## config.mk

```make
export PLATFORM = sky130hd
export DESIGN_NAME = i2c_byte_ctrl
export DESIGN_NICKNAME = d
export VERILOG_FILES = /design/src/rtl/i2c_byte_ctrl.sv
export SDC_FILE = /design/constraint.sdc
export NUM_CORES = 1
export LEC_CHECK = 0
export CORE_MARGIN = 1
export CORE_UTILIZATION = 29
export DETAILED_ROUTE_END_ITERATION = 16
export SLEW_MARGIN = 0
export SYNTH_ARGS = -nofsm -noshare
export SYNTH_HDL_FRONTEND = slang
export SYNTH_SLANG_ARGS = --single-unit
export TNS_END_PERCENT = 30
```

## constraint.sdc

```tcl
create_clock -name clk -period 3.9 [get_ports clk]
set_clock_uncertainty 0.1 [all_clocks]
set_input_delay 0.39 -clock clk [delete_from_list [all_inputs] [get_ports clk]]
set_output_delay 0.39 -clock clk [all_outputs]
set_load 0.005 [all_outputs]
```

## src/rtl/i2c_byte_ctrl.sv

```systemverilog
// Byte-level I2C master sequencer: START/WRITE/READ/STOP on quarter-period SCL timing, external shift register.
// Define I2C_CLK_STRETCH_EN to let a slave stretch SCL by freezing the quarter timer in Q1 of DATA/ACK.
module i2c_byte_ctrl #(
  parameter int unsigned QDIV = 4
) (
  input  logic       clk,
  input  logic       rst_an,
  input  logic       cmd_valid,
  input  logic [1:0] cmd,
  output logic       cmd_ready,
  input  logic [7:0] tx_data,
  input  logic       tx_ack,
  output logic [7:0] rx_data,
  output logic       rx_ack,
  output logic       done,
  output logic       busy,
  output logic       sh_clear,
  output logic       sh_shift,
  output logic       sh_load,
  output logic [7:0] sh_parIn,
  output logic       sh_serIn,
  input  logic [3:0] sh_count,
  input  logic       sh_serOut,
  input  logic [7:0] sh_parOut,
  input  logic       scl_in,
  input  logic       sda_in,
  output logic       scl_oe,
  output logic       sda_oe
);

  localparam int unsigned CW = 8;
  localparam logic [CW-1:0] QLAST = CW'(QDIV - 1);

  localparam logic [2:0] IDLE  = 3'd0;
  localparam logic [2:0] START = 3'd1;
  localparam logic [2:0] SETUP = 3'd2;
  localparam logic [2:0] DATA  = 3'd3;
  localparam logic [2:0] ACK   = 3'd4;
  localparam logic [2:0] STOP  = 3'd5;

  localparam logic [1:0] CMD_START = 2'b00;
  localparam logic [1:0] CMD_WRITE = 2'b01;
  localparam logic [1:0] CMD_STOP  = 2'b11;

  logic [2:0]    state, nState;
  logic [CW-1:0] qcnt, nQcnt;
  logic [1:0]    quarter, nQuarter;
  logic          isRead, nIsRead;
  logic          nSclOe, nSdaOe, nClear, nLoad, nShift, nDone, nSerIn, nRxAck;
  logic [7:0]    nParIn, nRxData;
  logic          adv, lastQ, sampleQ1;

`ifndef I2C_CLK_STRETCH_EN
  logic unusedSclIn;
  assign unusedSclIn = scl_in;
`endif

  // State, quarter timer and direction flag
  always_ff @(posedge clk or negedge rst_an) begin
    if (!rst_an) begin
      state   <= IDLE;
      qcnt    <= '0;
      quarter <= '0;
      isRead  <= 1'b0;
    end else begin
      state   <= nState;
      qcnt    <= nQcnt;
      quarter <= nQuarter;
      isRead  <= nIsRead;
    end
  end

  // Next-state, timer and next-output logic; outputs are registered from the upcoming state/quarter
  always_comb begin
    nState   = state;
    nQcnt    = qcnt;
    nQuarter = quarter;
    nIsRead  = isRead;
    nSclOe   = scl_oe;
    nSdaOe   = sda_oe;
    nClear   = 1'b0;
    nLoad    = 1'b0;
    nShift   = 1'b0;
    nDone    = 1'b0;
    nParIn   = sh_parIn;
    nSerIn   = sh_serIn;
    nRxAck   = rx_ack;
    nRxData  = rx_data;
    adv      = 1'b1;
`ifdef I2C_CLK_STRETCH_EN
    if ((state == DATA || state == ACK) && quarter == 2'd1 && !scl_in) adv = 1'b0;
`endif
    lastQ    = (qcnt == QLAST);
    sampleQ1 = adv && lastQ && (quarter == 2'd1);

    case (state)
      IDLE: begin
        if (cmd_valid) begin
          nQcnt    = '0;
          nQuarter = '0;
          case (cmd)
            CMD_START: nState = START;
            CMD_STOP:  nState = STOP;
            CMD_WRITE: begin
              nState  = SETUP;
              nLoad   = 1'b1;
              nParIn  = tx_data;
              nIsRead = 1'b0;
            end
            default: begin
              nState  = SETUP;
              nClear  = 1'b1;
              nIsRead = 1'b1;
            end
          endcase
        end
      end
      SETUP: nState = DATA;
      default: begin
        if (adv) begin
          if (!lastQ) begin
            nQcnt = qcnt + CW'(1);
          end else begin
            nQcnt    = '0;
            nQuarter = quarter + 2'd1;
            if (quarter == 2'd3) begin
              if (state == DATA) begin
                if (sh_count == 4'd8) nState = ACK;
              end else begin
                nState = IDLE;
                nDone  = 1'b1;
              end
            end
          end
        end
      end
    endcase

    case (nState)
      START: begin
        nSclOe = (nQuarter == 2'd3);
        nSdaOe = nQuarter[1];
      end
      STOP: begin
        nSclOe = (nQuarter == 2'd0);
        nSdaOe = (nQuarter != 2'd3);
      end
      DATA: begin
        nSclOe = (nQuarter == 2'd0) || (nQuarter == 2'd3);
        // Write bit taken one cycle into Q0 so a fresh sh_load has settled
        if (nIsRead) nSdaOe = 1'b0;
        else if (state == DATA && quarter == 2'd0 && qcnt == '0) nSdaOe = ~sh_serOut;
        if (state == DATA && sampleQ1) nSerIn = sda_in;
        nShift = (state == DATA) && (nQuarter == 2'd2) && (nQcnt == QLAST);
      end
      ACK: begin
        nSclOe = (nQuarter == 2'd0) || (nQuarter == 2'd3);
        if (state == DATA) begin
          nSdaOe = isRead ? ~tx_ack : 1'b0;
          if (isRead) nRxData = sh_parOut;
        end
        if (state == ACK && !isRead && sampleQ1) nRxAck = sda_in;
      end
      default: ;
    endcase
  end

  // Registered outputs
  always_ff @(posedge clk or negedge rst_an) begin
    if (!rst_an) begin
      scl_oe    <= 1'b0;
      sda_oe    <= 1'b0;
      sh_clear  <= 1'b0;
      sh_load   <= 1'b0;
      sh_shift  <= 1'b0;
      sh_parIn  <= 8'h00;
      sh_serIn  <= 1'b0;
      done      <= 1'b0;
      busy      <= 1'b0;
      cmd_ready <= 1'b1;
      rx_data   <= 8'h00;
      rx_ack    <= 1'b1;
    end else begin
      scl_oe    <= nSclOe;
      sda_oe    <= nSdaOe;
      sh_clear  <= nClear;
      sh_load   <= nLoad;
      sh_shift  <= nShift;
      sh_parIn  <= nParIn;
      sh_serIn  <= nSerIn;
      done      <= nDone;
      busy      <= (nState != IDLE);
      cmd_ready <= (nState == IDLE);
      rx_data   <= nRxData;
      rx_ack    <= nRxAck;
    end
  end

endmodule

```

# Yosys cells after proc, flatten, opt, wreduce, memory -nomap -nowiden
# Cells that the tools add are included.
# classes
add_sub_neg	2
multipliers	0
div_mod_pow	0
magnitude_cmp	0
eq_ne	19
shifts	0
mux	33
bitwise	2
n_reduce_logical	28
# ops
operator	count
two-way mux 1 bit	17
== test 8 x 2 -> 1 bit (second input constant)	2
two-way mux 8 bit	2
case mux 8 bit (2 select lines)	1
two-way mux 3 bit	5
case mux 3 bit (2 select lines)	2
== test 3 x 2 -> 1 bit (second input constant)	3
== test 3 bit (second input constant)	3
AND reduction 3 bit	3
adder 8 x 1 -> 8 bit (second input constant)	1
== test 2 bit (second input constant)	4
logical AND 1 bit	8
logical NOT 8 bit	1
logical NOT 2 bit	3
logical NOT 3 bit	2
nonzero test 3 bit	2
OR reduction 2 bit	3
== test 2 x 1 -> 1 bit (second input constant)	2
== test 4 bit (second input constant)	1
two-way mux 2 bit	2
!= test 2 bit (second input constant)	2
case mux 1 bit (4 select lines)	1
case mux 2 bit (2 select lines)	1
AND reduction 2 bit	2
10 further kinds	11
# word_totals
regBits	40
latch_bits	0
ramBits	0
rom_bits	0
input_bits	29
out_inout_bits	26
word_cells	100
memories	0

# Logic depth before layout (Yosys ltp)
# logic_depth
ltp_word	9
depth_mapped	10
depth_no_buf	9

# Least setup slack after synthesis
# Ideal clock, no wire load.
# synth_timing
kind	register to register
from	register qcnt[0]
to	register rx_data[1]
setup_time_ps	125
arrival_ps	3020
t_required_ps	3675
slack_ps	655
stages_incl_launch_ff	10
n_path_buf	2
period_less_slack_ps	3245
cell_sequence	dfrtp_1 ha_1 buf_4 or4bb_1 or4_1 and3_1 buf_6 or3_4 nor3_4 mux2_2
# synth_between
elab_chain_cells	5
# synth_rtl
element	line_no	source
from (decl)	46	logic [CW-1:0] qcnt, nQcnt;
from (signal assigned)	67	qcnt <= nQcnt;
== test 8 x 2 -> 1 bit	93	lastQ = (qcnt == QLAST);
two-way mux 3 bit	121	if (!lastQ) begin
case mux 3 bit (2 select lines)	96	case (state)
== test 3 bit	139	case (nState)
AND reduction 3 bit (no source line)	--	
to (signal assigned)	194	rx_data <= nRxData;
to (decl)	13	output logic [7:0] rx_data,
# Every way passes these cells.
# A chain may end at the register's enable or synchronous reset.

# Worst setup path after layout
# layout_timing
from	register qcnt[0]
to	register rx_data[2]
# The elaborated chain is that of the path after synthesis.

==> impl_results.md <==
- Status: complete, no violations
- R2r setup slk: 350 ps
- Residual DRC count: 0
- Register bit count reported by yosys: 40
- Port Buffer Count: 53
- Antenna violations before repair: 0
- Final Max Slew Viols: 0
- Fin crit period: 3550 ps
- Post-synth cell types: 50
- Syn Nets: 240
- Synth Area in Adders: 7.04%
- Final WL: 4690 um
- Asr flop ratio synth: 100%
- Row Count: 30
- Xor and xnor area share after synthesis: 1.23%
- Tcrit/Tclk final: 91.0%
- Post-CTS Hold Fix Bufs: 0
- Worst-Margin Slew: 905 ps
- RSZ-0062 raised after global routing: false
- Commonest non-fill, non-tap cells in the layout: clkdlybuf4s50_1 (52), dfrtp_1 (38), mux2_2 (18), o21ai_0 (16), inv_1 (14)
- H-tree levels: 2
- Pre-Repair DR Iteration Count: 4
- CTS resizes: 0
- CTS Buf Count: 5
- Antenna Diode Count: 0
- EDFF count, synth: 0
- R2R Path End: rx_data[2]
- Worst path required time: 3970 ps
- Pleak: 1.25 nW
- Total grt overflow: 0
- Total Power: 1.51 mW
- Worst R2R Start: qcnt[0]
- Post-synth top flop: dfrtp_1
- Post-synthesis mux area share: 11.0%
- Setup bufs post-CTS: 0
- Sequential cell area fraction in the yosys report: 47.1%
- Clock sinks: 40
- Number of hold violations in the final report: 0
- CTS Buffer Depth: 2
- ANT nets after route: 0
- Routed WL per cell: 13.3 um
- Detailed-route via count: 1666
- Pin count of the biggest net entering global routing: 41
- Largest family of logic cells by synthesized area: simple AND/OR/NAND/NOR gates
- Top area cells in the synthesized netlist: dfrtp_1 (45%), mux2_2 (9.5%), ha_1 (7.0%), o21ai_0 (3.8%), dfstp_2 (2.5%)
- Layout overhead on the synthesized area: 35.2%
- Commonest non-fill, non-tap cell in the layout: clkdlybuf4s50_1
- Total Routing Usage GR: 12.9%
- Num ports: 55
- Core ar.: 6940 um2
- Crit end category: register
- Slew HR: 39.7%
- First-pass GRT wire length: 7730 um
- Crit Path Max Fanout: 9
- Setup TNS: 0 ps
- Nets@finish: 296
- Worst min path class: in -> async
- HPWL after DPL: 3410 um
- VDD IR max: 0.183 mV
- Placer Congestion: 0.776
- Reg2Reg Depth: 7
- Via-to-Cell Ratio: 4.73
- Die Ht: 87.7 um
- Setup CP Type: reg -> reg
- Crit path to: rx_data[2]
- Top cell type's share of synthesized area: 44.6%
- Syn_area_per_cell: 10.7 um2
- CTS tree: built
- Post-synthesis cell count: 199
- Layout cells sized above 1: 15.6%
- Worst setup path startpoint: qcnt[0]
- Number of global-route vias before repair: 1608
- Die W: 87.7 um
- Post-Synth Simple-Gate Area: 18.3%
- Share of the synthesized area in compound gates (AO/OA/AOI/OAI): 11.0%
- Worst-path clk slew: 80 ps
- Leading area contributor after synthesis: dfrtp_1
- Mapped cell area: 2130 um2
- FMAX: 282 MHz
- Die area: 7700 um2
- Clock Latency Late Sink: 290 ps
- Root buffer cell: clkbuf_8
- YS warnings: 0
- Initial DRC count: 100
- CP Launch Type: register
- Max-Cap Viols: 0
- Initial Util: 30.7%
- Setup violators final: 0
- WP data arrival: 3620 ps
- P per Cell Area: 525 nW/um2
==> cells in the mapped netlist (3+ instances only) <==
library cell,instances
a21oi_1,5
and3_1,3
clkbuf_1,3
dfrtp_1,38
ha_1,12
inv_1,14
mux2_2,18
nand2_1,11
nand3_1,6
nor2_1,11
nor2b_1,3
nor3_1,6
o21ai_0,16
xnor2_1,3
==> stage by stage <==
step	util [%]	instance area [um2]	instances	setup slack (ps)	hold WS, ps
6_report	41.5	2880	352	349	129
5_1_grt	41.5	2880	352	150	209
4_1_cts	41.5	2880	352	324	166
3_5_place_dp	39.7	2760	344	261	380
3_3_place_gp	39.7	2760	344	306	371
2_1_floorplan	-	2130	199	655	-5.59
==> critical path: stages (launching register included) <==
cell and delay [ps]:
dfrtp_1 410, ha_1 340, or4bb_1 570, or4_1 510, and3_1 310, or3_4 460
nor3_4 350, mux2_2 390
==> routing by layer <==
metal / up-vias / GRT usage [%] / share of wire [%]
met5: - / 0 / 0
met4: 0 / 3.43 / 0.66
met3: 2 / 3.58 / 5.6
met2: 50 / 19.5 / 45
met1: 792 / 18.3 / 49
li1: 822 / - / -
==> logic make-up after synthesis <==
| family | count (synthesis) |
|---|---|
| adders and majority gates | 12 |
| muxes | 21 |
| DFF | 40 |
| xor gates and xnor gates | 3 |
| AOI/OAI and AO/OA | 37 |
| buffers and inverters | 21 |
| and+or+nand+nor | 65 |
==> final cells by class <==
class                      instances  area [um2]
clock buffer                       6        82.6
clock inverter                     2        38.8
fill                             676        4060
inverter                          14        52.6
multi-input combinational        138        1040
sequential                        40        1000
tap                               96         120
timing repair buffer              56         548
==> report_power, final <==
group	leakage [nW]	total, mW	internal, mW	switching [mW]
Combinational	0.683	0.579	0.292	0.287
Clock	0.0614	0.358	0.209	0.148
Sequential	0.508	0.576	0.494	0.0826
Total	1.25	1.51	0.995	0.518
==> sequential cells by signal, summed over array words and instances (netlist names) <==
| name | cells |
|---|---|
| sh_serIn | 1 |
| rx_data | 8 |
| sh_parIn | 8 |
| isRead | 1 |
| done | 1 |
| sh_shift | 1 |
| qcnt | 8 |
| rx_ack | 1 |
| quarter | 2 |
| scl_oe | 1 |
| sda_oe | 1 |
| busy | 1 |
| sh_clear | 1 |
| sh_load | 1 |
| cmd_ready | 1 |
| state | 3 |
==> worst min-delay path by stage <==
stage / start / end / cells past startpoint
CTS: rst_an / sh_parIn[2] / 1
detailed placement: rx_data[0] / rx_data[0] / 1
finish: rst_an / busy / 1
global placement: rx_data[0] / rx_data[0] / 1
floorplan: rst_an / busy / 0
global route: rst_an / busy / 1
Power figures use the tool's default switching activity.
